===== src/rtl/ram_copy_pkg.sv =====
// Shared constants and FSM state encoding for the RAM block copier.
package ram_copy_pkg;

  localparam int AW   = 12;
  localparam int DW   = 24;
  localparam int LENW = 13;

  typedef logic [2:0] state_t;

  localparam state_t ST_IDLE = 3'd0;
  localparam state_t ST_RD   = 3'd1;
  localparam state_t ST_CAP  = 3'd2;
  localparam state_t ST_WR   = 3'd3;
  localparam state_t ST_DONE = 3'd4;

endpackage


===== src/rtl/ram_block_copier_if.sv =====
// Control and RAM bus bundle for ram_block_copier; the checksum signal
// exists only when RAM_COPY_CHECKSUM_EN is defined.
interface ram_block_copier_if;
  import ram_copy_pkg::*;

  logic            start;
  logic [AW-1:0]   src_addr;
  logic [AW-1:0]   dst_addr;
  logic [LENW-1:0] len;
  logic            busy;
  logic            done;
  logic [AW-1:0]   ram_addr;
  logic            ram_re;
  logic            ram_we;
  logic [DW-1:0]   ram_din;
  logic [DW-1:0]   ram_dout;
`ifdef RAM_COPY_CHECKSUM_EN
  logic [DW-1:0]   checksum;

  modport master (
    input  start, src_addr, dst_addr, len, ram_dout,
    output busy, done, ram_addr, ram_re, ram_we, ram_din, checksum
  );
  modport slave (
    output start, src_addr, dst_addr, len, ram_dout,
    input  busy, done, ram_addr, ram_re, ram_we, ram_din, checksum
  );
`else
  modport master (
    input  start, src_addr, dst_addr, len, ram_dout,
    output busy, done, ram_addr, ram_re, ram_we, ram_din
  );
  modport slave (
    output start, src_addr, dst_addr, len, ram_dout,
    input  busy, done, ram_addr, ram_re, ram_we, ram_din
  );
`endif

endinterface


===== src/rtl/ram_addr_gen.sv =====
// Source/destination pointers and remaining-word counter for the copier.
module ram_addr_gen
  import ram_copy_pkg::*;
(
  input  logic            clk,
  input  logic            rst_n,
  input  logic            load,
  input  logic            step,
  input  logic [AW-1:0]   src_in,
  input  logic [AW-1:0]   dst_in,
  input  logic [LENW-1:0] len_in,
  output logic [AW-1:0]   src_ptr,
  output logic [AW-1:0]   dst_ptr,
  output logic            last
);

  logic [AW-1:0]   src_q, src_d;
  logic [AW-1:0]   dst_q, dst_d;
  logic [LENW-1:0] rem_q, rem_d;

  // Pointers wrap naturally at AW bits.
  always_comb begin
    src_d = src_q;
    dst_d = dst_q;
    rem_d = rem_q;
    if (load) begin
      src_d = src_in;
      dst_d = dst_in;
      rem_d = len_in;
    end else if (step) begin
      src_d = src_q + AW'(1);
      dst_d = dst_q + AW'(1);
      rem_d = rem_q - LENW'(1);
    end else begin
      rem_d = rem_q;
    end
  end

  always_ff @(posedge clk or negedge rst_n) begin
    if (!rst_n) begin
      src_q <= {AW{1'b0}};
      dst_q <= {AW{1'b0}};
      rem_q <= {LENW{1'b0}};
    end else begin
      src_q <= src_d;
      dst_q <= dst_d;
      rem_q <= rem_d;
    end
  end

  assign src_ptr = src_q;
  assign dst_ptr = dst_q;
  assign last    = (rem_q == LENW'(1));

endmodule


===== src/rtl/ram_block_copier.sv =====
// Self-timed RAM block copy engine: read, capture, write per word.
// Optional running checksum of written words under RAM_COPY_CHECKSUM_EN.
module ram_block_copier
  import ram_copy_pkg::*;
(
  input  logic clk,
  input  logic rst_n,
  ram_block_copier_if.master bus
);

  state_t        state_q, state_d;
  logic          busy_q, busy_d;
  logic          done_q, done_d;
  logic          re_q, re_d;
  logic          we_q, we_d;
  logic [AW-1:0] addr_q, addr_d;
  logic [DW-1:0] data_q, data_d;

  logic          load_s;
  logic          step_s;
  logic [AW-1:0] src_ptr_s;
  logic [AW-1:0] dst_ptr_s;
  logic          last_s;

  assign load_s = (state_q == ST_IDLE) && bus.start && (bus.len != {LENW{1'b0}});
  assign step_s = (state_q == ST_WR);

  ram_addr_gen u_addr_gen (
    .clk     (clk),
    .rst_n   (rst_n),
    .load    (load_s),
    .step    (step_s),
    .src_in  (bus.src_addr),
    .dst_in  (bus.dst_addr),
    .len_in  (bus.len),
    .src_ptr (src_ptr_s),
    .dst_ptr (dst_ptr_s),
    .last    (last_s)
  );

  // Outputs are decided one cycle ahead so every RAM strobe comes from a flop;
  // the pointers step at the end of WR, hence the +1 when re-entering RD.
  always_comb begin
    state_d = state_q;
    busy_d  = busy_q;
    done_d  = 1'b0;
    re_d    = 1'b0;
    we_d    = 1'b0;
    addr_d  = addr_q;
    data_d  = data_q;
    case (state_q)
      ST_IDLE: begin
        if (bus.start) begin
          if (bus.len != {LENW{1'b0}}) begin
            state_d = ST_RD;
            busy_d  = 1'b1;
            re_d    = 1'b1;
            addr_d  = bus.src_addr;
          end else begin
            state_d = ST_DONE;
            done_d  = 1'b1;
          end
        end else begin
          state_d = ST_IDLE;
        end
      end
      ST_RD: begin
        state_d = ST_CAP;
      end
      ST_CAP: begin
        state_d = ST_WR;
        we_d    = 1'b1;
        addr_d  = dst_ptr_s;
        data_d  = bus.ram_dout;
      end
      ST_WR: begin
        if (last_s) begin
          state_d = ST_DONE;
          busy_d  = 1'b0;
          done_d  = 1'b1;
        end else begin
          state_d = ST_RD;
          re_d    = 1'b1;
          addr_d  = src_ptr_s + AW'(1);
        end
      end
      ST_DONE: begin
        state_d = ST_IDLE;
        busy_d  = 1'b0;
      end
      default: begin
        state_d = ST_IDLE;
        busy_d  = 1'b0;
      end
    endcase
  end

  // Control and datapath registers.
  always_ff @(posedge clk or negedge rst_n) begin
    if (!rst_n) begin
      state_q <= ST_IDLE;
      busy_q  <= 1'b0;
      done_q  <= 1'b0;
      re_q    <= 1'b0;
      we_q    <= 1'b0;
      addr_q  <= {AW{1'b0}};
      data_q  <= {DW{1'b0}};
    end else begin
      state_q <= state_d;
      busy_q  <= busy_d;
      done_q  <= done_d;
      re_q    <= re_d;
      we_q    <= we_d;
      addr_q  <= addr_d;
      data_q  <= data_d;
    end
  end

  assign bus.busy     = busy_q;
  assign bus.done     = done_q;
  assign bus.ram_re   = re_q;
  assign bus.ram_we   = we_q;
  assign bus.ram_addr = addr_q;
  assign bus.ram_din  = data_q;

`ifdef RAM_COPY_CHECKSUM_EN
  logic [DW-1:0] checksum_q, checksum_d;

  // data_q is the word being written during WR.
  always_comb begin
    checksum_d = checksum_q;
    if ((state_q == ST_IDLE) && bus.start) begin
      checksum_d = {DW{1'b0}};
    end else if (state_q == ST_WR) begin
      checksum_d = checksum_q + data_q;
    end else begin
      checksum_d = checksum_q;
    end
  end

  // Checksum register.
  always_ff @(posedge clk or negedge rst_n) begin
    if (!rst_n) begin
      checksum_q <= {DW{1'b0}};
    end else begin
      checksum_q <= checksum_d;
    end
  end

  assign bus.checksum = checksum_q;
`endif

endmodule


===== src/flat_wrapper.sv =====
// flat-port wrapper written by rule: the top's interface ports become plain ports
module ram_block_copier_flat import ram_copy_pkg::*;
  (clk, rst_n, bus_start, bus_src_addr, bus_dst_addr, bus_len, bus_ram_dout, bus_busy, bus_done, bus_ram_addr, bus_ram_re, bus_ram_we, bus_ram_din);
  ram_block_copier_if bus_i ();
  input  logic clk;
  input  logic rst_n;
  input wire logic [$bits(bus_i.start)-1:0] bus_start;
  input wire logic [$bits(bus_i.src_addr)-1:0] bus_src_addr;
  input wire logic [$bits(bus_i.dst_addr)-1:0] bus_dst_addr;
  input wire logic [$bits(bus_i.len)-1:0] bus_len;
  input wire logic [$bits(bus_i.ram_dout)-1:0] bus_ram_dout;
  output wire logic [$bits(bus_i.busy)-1:0] bus_busy;
  output wire logic [$bits(bus_i.done)-1:0] bus_done;
  output wire logic [$bits(bus_i.ram_addr)-1:0] bus_ram_addr;
  output wire logic [$bits(bus_i.ram_re)-1:0] bus_ram_re;
  output wire logic [$bits(bus_i.ram_we)-1:0] bus_ram_we;
  output wire logic [$bits(bus_i.ram_din)-1:0] bus_ram_din;
  assign bus_i.start = bus_start;
  assign bus_i.src_addr = bus_src_addr;
  assign bus_i.dst_addr = bus_dst_addr;
  assign bus_i.len = bus_len;
  assign bus_i.ram_dout = bus_ram_dout;
  assign bus_busy = bus_i.busy;
  assign bus_done = bus_i.done;
  assign bus_ram_addr = bus_i.ram_addr;
  assign bus_ram_re = bus_i.ram_re;
  assign bus_ram_we = bus_i.ram_we;
  assign bus_ram_din = bus_i.ram_din;
  ram_block_copier u_core (.clk(clk), .rst_n(rst_n), .bus(bus_i));
endmodule

===== config.mk =====
export PLATFORM = sky130hd
export DESIGN_NAME = ram_block_copier_flat
export DESIGN_NICKNAME = d
export VERILOG_FILES = /design/src/rtl/ram_copy_pkg.sv /design/src/rtl/ram_block_copier_if.sv /design/src/rtl/ram_addr_gen.sv /design/src/rtl/ram_block_copier.sv /design/src/flat_wrapper.sv
export SDC_FILE = /design/constraint.sdc
export NUM_CORES = 1
export LEC_CHECK = 0
export CORE_ASPECT_RATIO = 0.7
export CORE_MARGIN = 1.5
export CORE_UTILIZATION = 49
export CTS_CLUSTER_DIAMETER = 40
export DETAILED_ROUTE_END_ITERATION = 10
export GPL_TIMING_DRIVEN = 0
export PLACE_DENSITY_LB_ADDON = 0.08
export SYNTH_ARGS = -nofsm -noshare
export SYNTH_HDL_FRONTEND = slang
export SYNTH_SLANG_ARGS = --single-unit

===== constraint.sdc =====
create_clock -name clk -period 2.75 [get_ports clk]
set_clock_uncertainty 0.15 [all_clocks]
set_input_delay 0.4125 -clock clk [delete_from_list [all_inputs] [get_ports clk]]
set_output_delay 0.4125 -clock clk [all_outputs]
set_load 0.01 [all_outputs]

==> results.yml, run 1 <==
hold_path:
  holdPathEnd: "u_core.bus.ram_din[14]"
  hp-start: "u_core.bus.ram_din[14]"
  whs_path_depth: 1
  hold_class: "reg -> reg"
placed_design:
  place_hpwl_um: 8340
  portBuffers: 103
  placed_cell_area_um2: 5230
  gp_congestion: 0.907
setup_path:
  cp_slowest_cell: "clkbuf_1"
  crit_buf_inv: 3
  critPathMaxFanout: 10
  endpoint_kind: "flip-flop"
  cp_cell_sequence: "buf_2 -> inv_1 -> nor2_2 -> clkbuf_1 -> nand2_1 -> o221a_2"
  crit_path_start_kind: "flip-flop"
  reg2reg_depth: 6
  cp.required_ns: 2.84
  cpLargestDelayFamily: "buffers and inverters"
  r2r_start: "u_core.state_q[0]"
  r2r_slack_ns: 0.29
  timing.rr.end: "u_core.u_addr_gen.dst_ptr[7]"
  critPathKind: "reg -> reg"
  arrival_ns: 2.54
  cp_slowest_stage_delay_ns: 0.51
sta:
  period_needed_ns: 2.46
  fmax_mhz: 407
  grt_setup_unrepaired: "false"
  hold-worst-slack_ns: 0.351
  slew-limit-headroom_pct: 52.9
  final.period_utilization_pct: 89.4
  finalSetupViolCount: 0
  final_hold_viol_count: 0
  setup_tns_ns: 0
  slew_viol_final: 0
  worstMarginPinSlew_ns: 0.706
route:
  drt_iter0_markers: 275
  detail-route-antenna-nets: 0
  viasPerCell: 5.94
  num_vias: 3706
  wl_um: 11600
  firstDrtPassIters: 5
  drc: 0
  wl_per_cell_um: 18.7
yosys:
  ys_seq_elements: 80
  syn_inst: 402
  synth-seq-area-share_pct: 49.5
  netlist_area_um2: 4050
  synth.largest_area_cell: "dfrtp_1"
  syn-num-nets: 470
  postSynth.asyncResetShare_pct: 100
  synth_warnings: 0
  synth-edff-count: 0
  synth_area_leaders: "dfrtp_1 49%, mux2_2 7.2%, nand2_1 4.3%"
  syn_area_per_cell_um2: 10.1
  synth_top_area_share_pct: 49.5
  synth_cell_types: 51
  synth_ff_type: "dfrtp_1"
die:
  rows: 27
  die_h_um: 79.0
  core_area_um2: 7940
  die_w_um: 112
  initial_utilization_pct: 51.0
  io_pins: 104
  dieArea_um2: 8820
global_route:
  overflow: 0
  grt_max_degree: 54
  grt_antenna_before_repair: 0
  grt_pass1_vias: 3661
  grt_use_total_pct: 28.0
  grt_pass1_wl_um: 19100
clock_network:
  postCtsSetupRepairBufs: 0
  cts-root-buf: "clkbuf_16"
  max-clock-path-buffers: 2
  clkSinkCount: 80
  htree_num_levels: 3
  tritoncts: "built"
  cts_inserted_buffers: 9
  clkTransAtPathRegs_ns: 0.06
  clkLatencyLatePin_ns: 0.34
finish:
  layout.nets: 586
  postLayoutCoreUtil_pct: 69.8
  final_area_um2: 5540
  n_antenna_cell: 0
  drive_above_1_share_pct: 12.8
  flow.area_growth_from_synthesis_pct: 36.9
power_and_ir_drop:
  p_sw_mw: 2.59
  p_leak_nw: 2.23
  p_sw_share_pct: 39.4
  vdd.ir_drop.worst_mv: 0.918
  powerDensity_nw_per_um2: 1190
  clkPwrFrac_pct: 17.9
  seqPwrFrac_pct: 33.4
  p_int_mw: 3.99
  comb_power_share_pct: 48.7
run:
  cap_viol_max_count: 0
status:
  status: "complete, no violations"
area by class of cell:
class / count / area [µm²]
clock buffers: 10 / 229
plain buffers: 22 / 98.8
clock inverters: 6 / 60.1
multi-input cells: 293 / 1930
flip-flops and latches: 80 / 2000
repair buffers: 105 / 1070
well taps: 101 / 126
fillers: 625 / 2400
inverters: 7 / 26.3
cells in the mapped netlist (2+ instances only):
cell type,count
o311ai_0,2
o221a_2,2
nor4_1,7
nor2_1,33
xnor2_1,12
o221ai_1,3
dfrtp_1,80
mux2i_1,2
and4_1,5
nand3_1,10
o311ai_1,2
a221o_1,8
or4_4,2
nand2_1,46
a22oi_1,5
nor3b_1,6
a31oi_1,5
ha_1,4
mux2_2,26
nor3_1,9
a311oi_1,2
and2_1,2
a221oi_1,5
and3_1,4
inv_1,7
buf_2,12
a211oi_1,3
clkbuf_1,9
nand2b_1,2
o21ai_0,28
a21oi_1,20
nand4_1,7
xor2_1,8
o21ai_1,7
cell usage in the layout (no fill, tap or decap), drive strengths merged, types with 5 or more instances in the layout:
cell           instances
clkbuf                19
a21oi                 20
buf                   15
dfrtp                 80
nor3b                  6
a221oi                 5
xnor2                 12
mux2                  26
nor3                   9
nor2                  35
o21ai                 35
nand4                  7
nor4                   7
nand2                 46
nand3                 10
xor2                   8
inv                    7
clkdlybuf4s50        102
a22oi                  5
a31oi                  5
a221o                  8
and4                   5
power by group through the flow:
stage	clock network, mW	logic, mW	registers [mW]
4_1_cts	1.19	3.19	2.19
3_5_place_dp	0	3.16	2.20
3_3_place_gp	0	3.09	2.16
6_report	1.18	3.20	2.20
2_1_floorplan	0	1.77	2.26
5_1_grt	1.24	3.51	2.28
logic make-up after synthesis:
family / share of synthesized area, %
AO/OA/AOI/OAI: 16.2
adder cells (fa/ha/maj): 1.24
XOR/XNOR: 4.33
AND/OR/NAND/NOR: 18.0
buffers and inverters: 3.06
multiplexers: 7.73
flip-flops: 49.5
sequential cells by signal, indices dropped and copies added (netlist names):
signal	count
u_core.bus.busy	1
u_core.u_addr_gen.rem_q	13
u_core.bus.ram_re	1
u_core.bus.ram_addr	12
u_core.state_q	3
u_core.u_addr_gen.src_ptr	12
u_core.u_addr_gen.dst_ptr	12
u_core.bus.ram_din	24
u_core.bus.ram_we	1
u_core.bus.done	1
worst max path at each step:
stage | end | from | depth (start not counted) | slack (ns)
4_1_cts | u_core.u_addr_gen.src_ptr[7] | bus_len[1] | 7 | 0.06
3_5_place_dp | u_core.u_addr_gen.src_ptr[7] | bus_len[1] | 7 | -0.44
5_1_grt | u_core.u_addr_gen.dst_ptr[10] | u_core.state_q[0] | 7 | 0.09
2_1_floorplan | u_core.u_addr_gen.rem_q[7] | u_core.u_addr_gen.rem_q[1] | 4 | 0.68
6_report | u_core.u_addr_gen.dst_ptr[7] | u_core.state_q[0] | 6 | 0.29
3_3_place_gp | u_core.bus.ram_din[21] | rst_n | 1 | -1.82
per-stage QoR:
stage,power [mW],setup WS (ns),std cells
final,6.58,0.292,624
after global routing,7.03,0.0880,624
after CTS,6.57,0.0616,624
after detailed placement,5.36,-0.442,607
after global placement,5.25,-1.82,606
after floorplan,4.03,0.683,402
metal layers:
layer | routed length [µm] | share of wire, % | vias to the layer above | GRT usage, %
li1 | - | - | 1713 | -
met3 | 1180 | 10 | 14 | 10.3
met1 | 5140 | 44 | 1798 | 38.4
met4 | 158 | 1.4 | 0 | 7.97
met5 | 0 | 0 | - | 0
met2 | 5160 | 44 | 181 | 42.0
what timing repair did:
action	CTS	global route
setup endpoints to repair	9	10
hold buffers	1	0
endpoints found under the hold margin	27	0
gates resized for setup	1	2
pin swaps	0	0
Power figures use the tool's default switching activity.
==> run 2, diff against run 1 <==
--- a/config.mk
+++ b/config.mk
@@ -14,2 +14,3 @@
 export PLACE_DENSITY_LB_ADDON = 0.08
+export REMOVE_ABC_BUFFERS = 1
 export SYNTH_ARGS = -nofsm -noshare
==> constraint.sdc (replaced) <==
create_clock -name clk -period 2.75 [get_ports clk]
set_clock_uncertainty 0.15 [all_clocks]
set_input_delay 0.6875 -clock clk [delete_from_list [all_inputs] [get_ports clk]]
set_output_delay 0.6875 -clock clk [all_outputs]
set_load 0.01 [all_outputs]
==> run 2 against run 1 <==
  * Register-to-register slack got worse by 0.11 ns
  * Critical path depth decreased by 1
  * Via count shrank 0.73%
  * Highest routed layer unchanged
==> results.yml, run 2 (synthesized netlist as in run 1, its figures left out) <==
status:
  status: "complete, no violations"
clock_network:
  clkLatencyLatePin_ns: 0.33
  cts_inserted_buffers: 9
  tritoncts: "built"
  clkSinkCount: 80
  clkTransAtPathRegs_ns: 0.06
  max-clock-path-buffers: 2
  cts-root-buf: "clkbuf_16"
  htree_num_levels: 3
placed_design:
  place_inst: 585
  portBuffers: 103
  gp_congestion: 0.816
  placed_cell_area_um2: 5130
  place_hpwl_um: 7400
sta:
  final.period_utilization_pct: 94.7
  final_hold_viol_count: 0
  slew-limit-headroom_pct: 39.8
  slew_viol_final: 0
  worstMarginPinSlew_ns: 0.902
  period_needed_ns: 2.61
  grt_setup_unrepaired: "false"
  fmax_mhz: 384
  finalSetupViolCount: 0
finish:
  layout.cells.non_filler: 605
  largest_register_ffs: 24
  n_antenna_cell: 0
  postLayoutCoreUtil_pct: 69.2
  fillers: 640
  layout.nets: 568
  layout_common_cells: "101 x clkdlybuf4s50_1, 79 x dfrtp_1, 45 x nand2_1"
  drive_above_1_share_pct: 12.1
  flow.area_growth_from_synthesis_pct: 35.8
  final_common_cell: "clkdlybuf4s50_1"
  final_area_um2: 5500
global_route:
  grt_pass1_vias: 3499
  busiest_layer: "met2"
  overflow: 0
  grt_use_total_pct: 25.8
  use_met3_pct: 6.18
  grtUsageMet2_pct: 40.9
  grt_max_degree: 51
  grt_antenna_before_repair: 0
  grt_pass1_wl_um: 17800
  grt_util_met1_pct: 35.8
setup_path:
  critPathKind: "in -> reg"
  cp.required_ns: 2.82
  critPathMaxFanout: 12
  crit_path_start_kind: "primary input"
  endpoint_kind: "flip-flop"
  reg2reg_depth: 4
  r2r_slack_ns: 0.18
  timing.rr.end: "u_core.bus.busy"
  r2r_start: "u_core.state_q[0]"
  arrival_ns: 2.68
power_and_ir_drop:
  p_leak_nw: 2.19
  powerDensity_nw_per_um2: 1160
  vdd.ir_drop.worst_mv: 0.725
die:
  die_w_um: 112
  io_pins: 104
  rows: 27
  dieArea_um2: 8820
  initial_utilization_pct: 51.0
  core_area_um2: 7940
  die_h_um: 79.0
route:
  firstDrtPassIters: 5
  wl_per_cell_um: 18.3
  viasPerCell: 6.08
  drc: 0
  drt_iter0_markers: 355
  detail-route-antenna-nets: 0
  wl_um: 11000
  num_vias: 3679
hold_path:
  hold_class: "in -> async"
run:
  cap_viol_max_count: 0
run 2: what timing repair did:
| action | in CTS | in global routing |
|---|---|---|
| endpoints found under the setup margin | 77 | 36 |
| hold buffers | 0 | 0 |
| gates cloned | 1 | 1 |
| buffers inserted | 3 | 0 |
| gates resized for setup | 11 | 6 |
| pin swaps | 3 | 2 |
run 2: worst max-delay path, cell delays in order:
cell and delay, ns:
clkdlybuf4s50_1 0.46, nor4_2 0.45, and4_2 0.45, o221ai_4 0.27
mux2_2 0.35
run 2: metrics by stage:
stage	setup TNS, ns	setup slack (ns)	power [mW]	hold slack (ns)
global route	0	0.0432	6.83	0.180
global placement	-214.79	-2.11	5.07	0.337
floorplan	-0.935	-0.180	3.92	0.242
detailed placement	-50.88	-1.25	5.19	0.343
finish	0	0.145	6.40	0.149
CTS	0	0.00738	6.38	0.157
run 2: final cells by class:
class	instances	area [µm²]	area share, %
Tap cell	101	126	2.30
Clock inverter	1	5.00	0.0911
Inverter	7	26.3	0.478
Multi-Input combinational cell	295	2010	36.6
Timing Repair Buffer	107	1080	19.7
Clock buffer	14	244	4.44
Sequential cell	80	2000	36.5
run 2: how the worst max path moves through the flow:
stage                     cells after the start                           end  slack [ns]              start
after global routing                          4        u_core.bus.ram_addr[1]        0.04  u_core.state_q[0]
final                                         5        u_core.bus.ram_addr[1]        0.14         bus_len[1]
after global placement                        1         u_core.bus.ram_din[8]       -2.11              rst_n
after CTS                                     5  u_core.u_addr_gen.dst_ptr[2]       0.007         bus_len[1]
after detailed placement                      4        u_core.bus.ram_addr[1]       -1.25  u_core.state_q[2]
after floorplan                               4        u_core.bus.ram_addr[0]       -0.18  u_core.state_q[2]
run 2: power breakdown:
| part | switching, mW | total (mW) | leakage, nW | internal [mW] |
|---|---|---|---|---|
| clock | 0.433 | 1.04 | 0.121 | 0.606 |
| sequential | 0.523 | 2.26 | 0.962 | 1.74 |
| combinational | 1.55 | 3.10 | 1.11 | 1.55 |
| total | 2.50 | 6.40 | 2.19 | 3.90 |
run 2: per-layer routing:
layer  routed length, µm  part of all wire (%)
met5                   0                     0
met3                 796                   7.2
met2                5210                    47
met1                4920                    45
met4                 113                   1.0
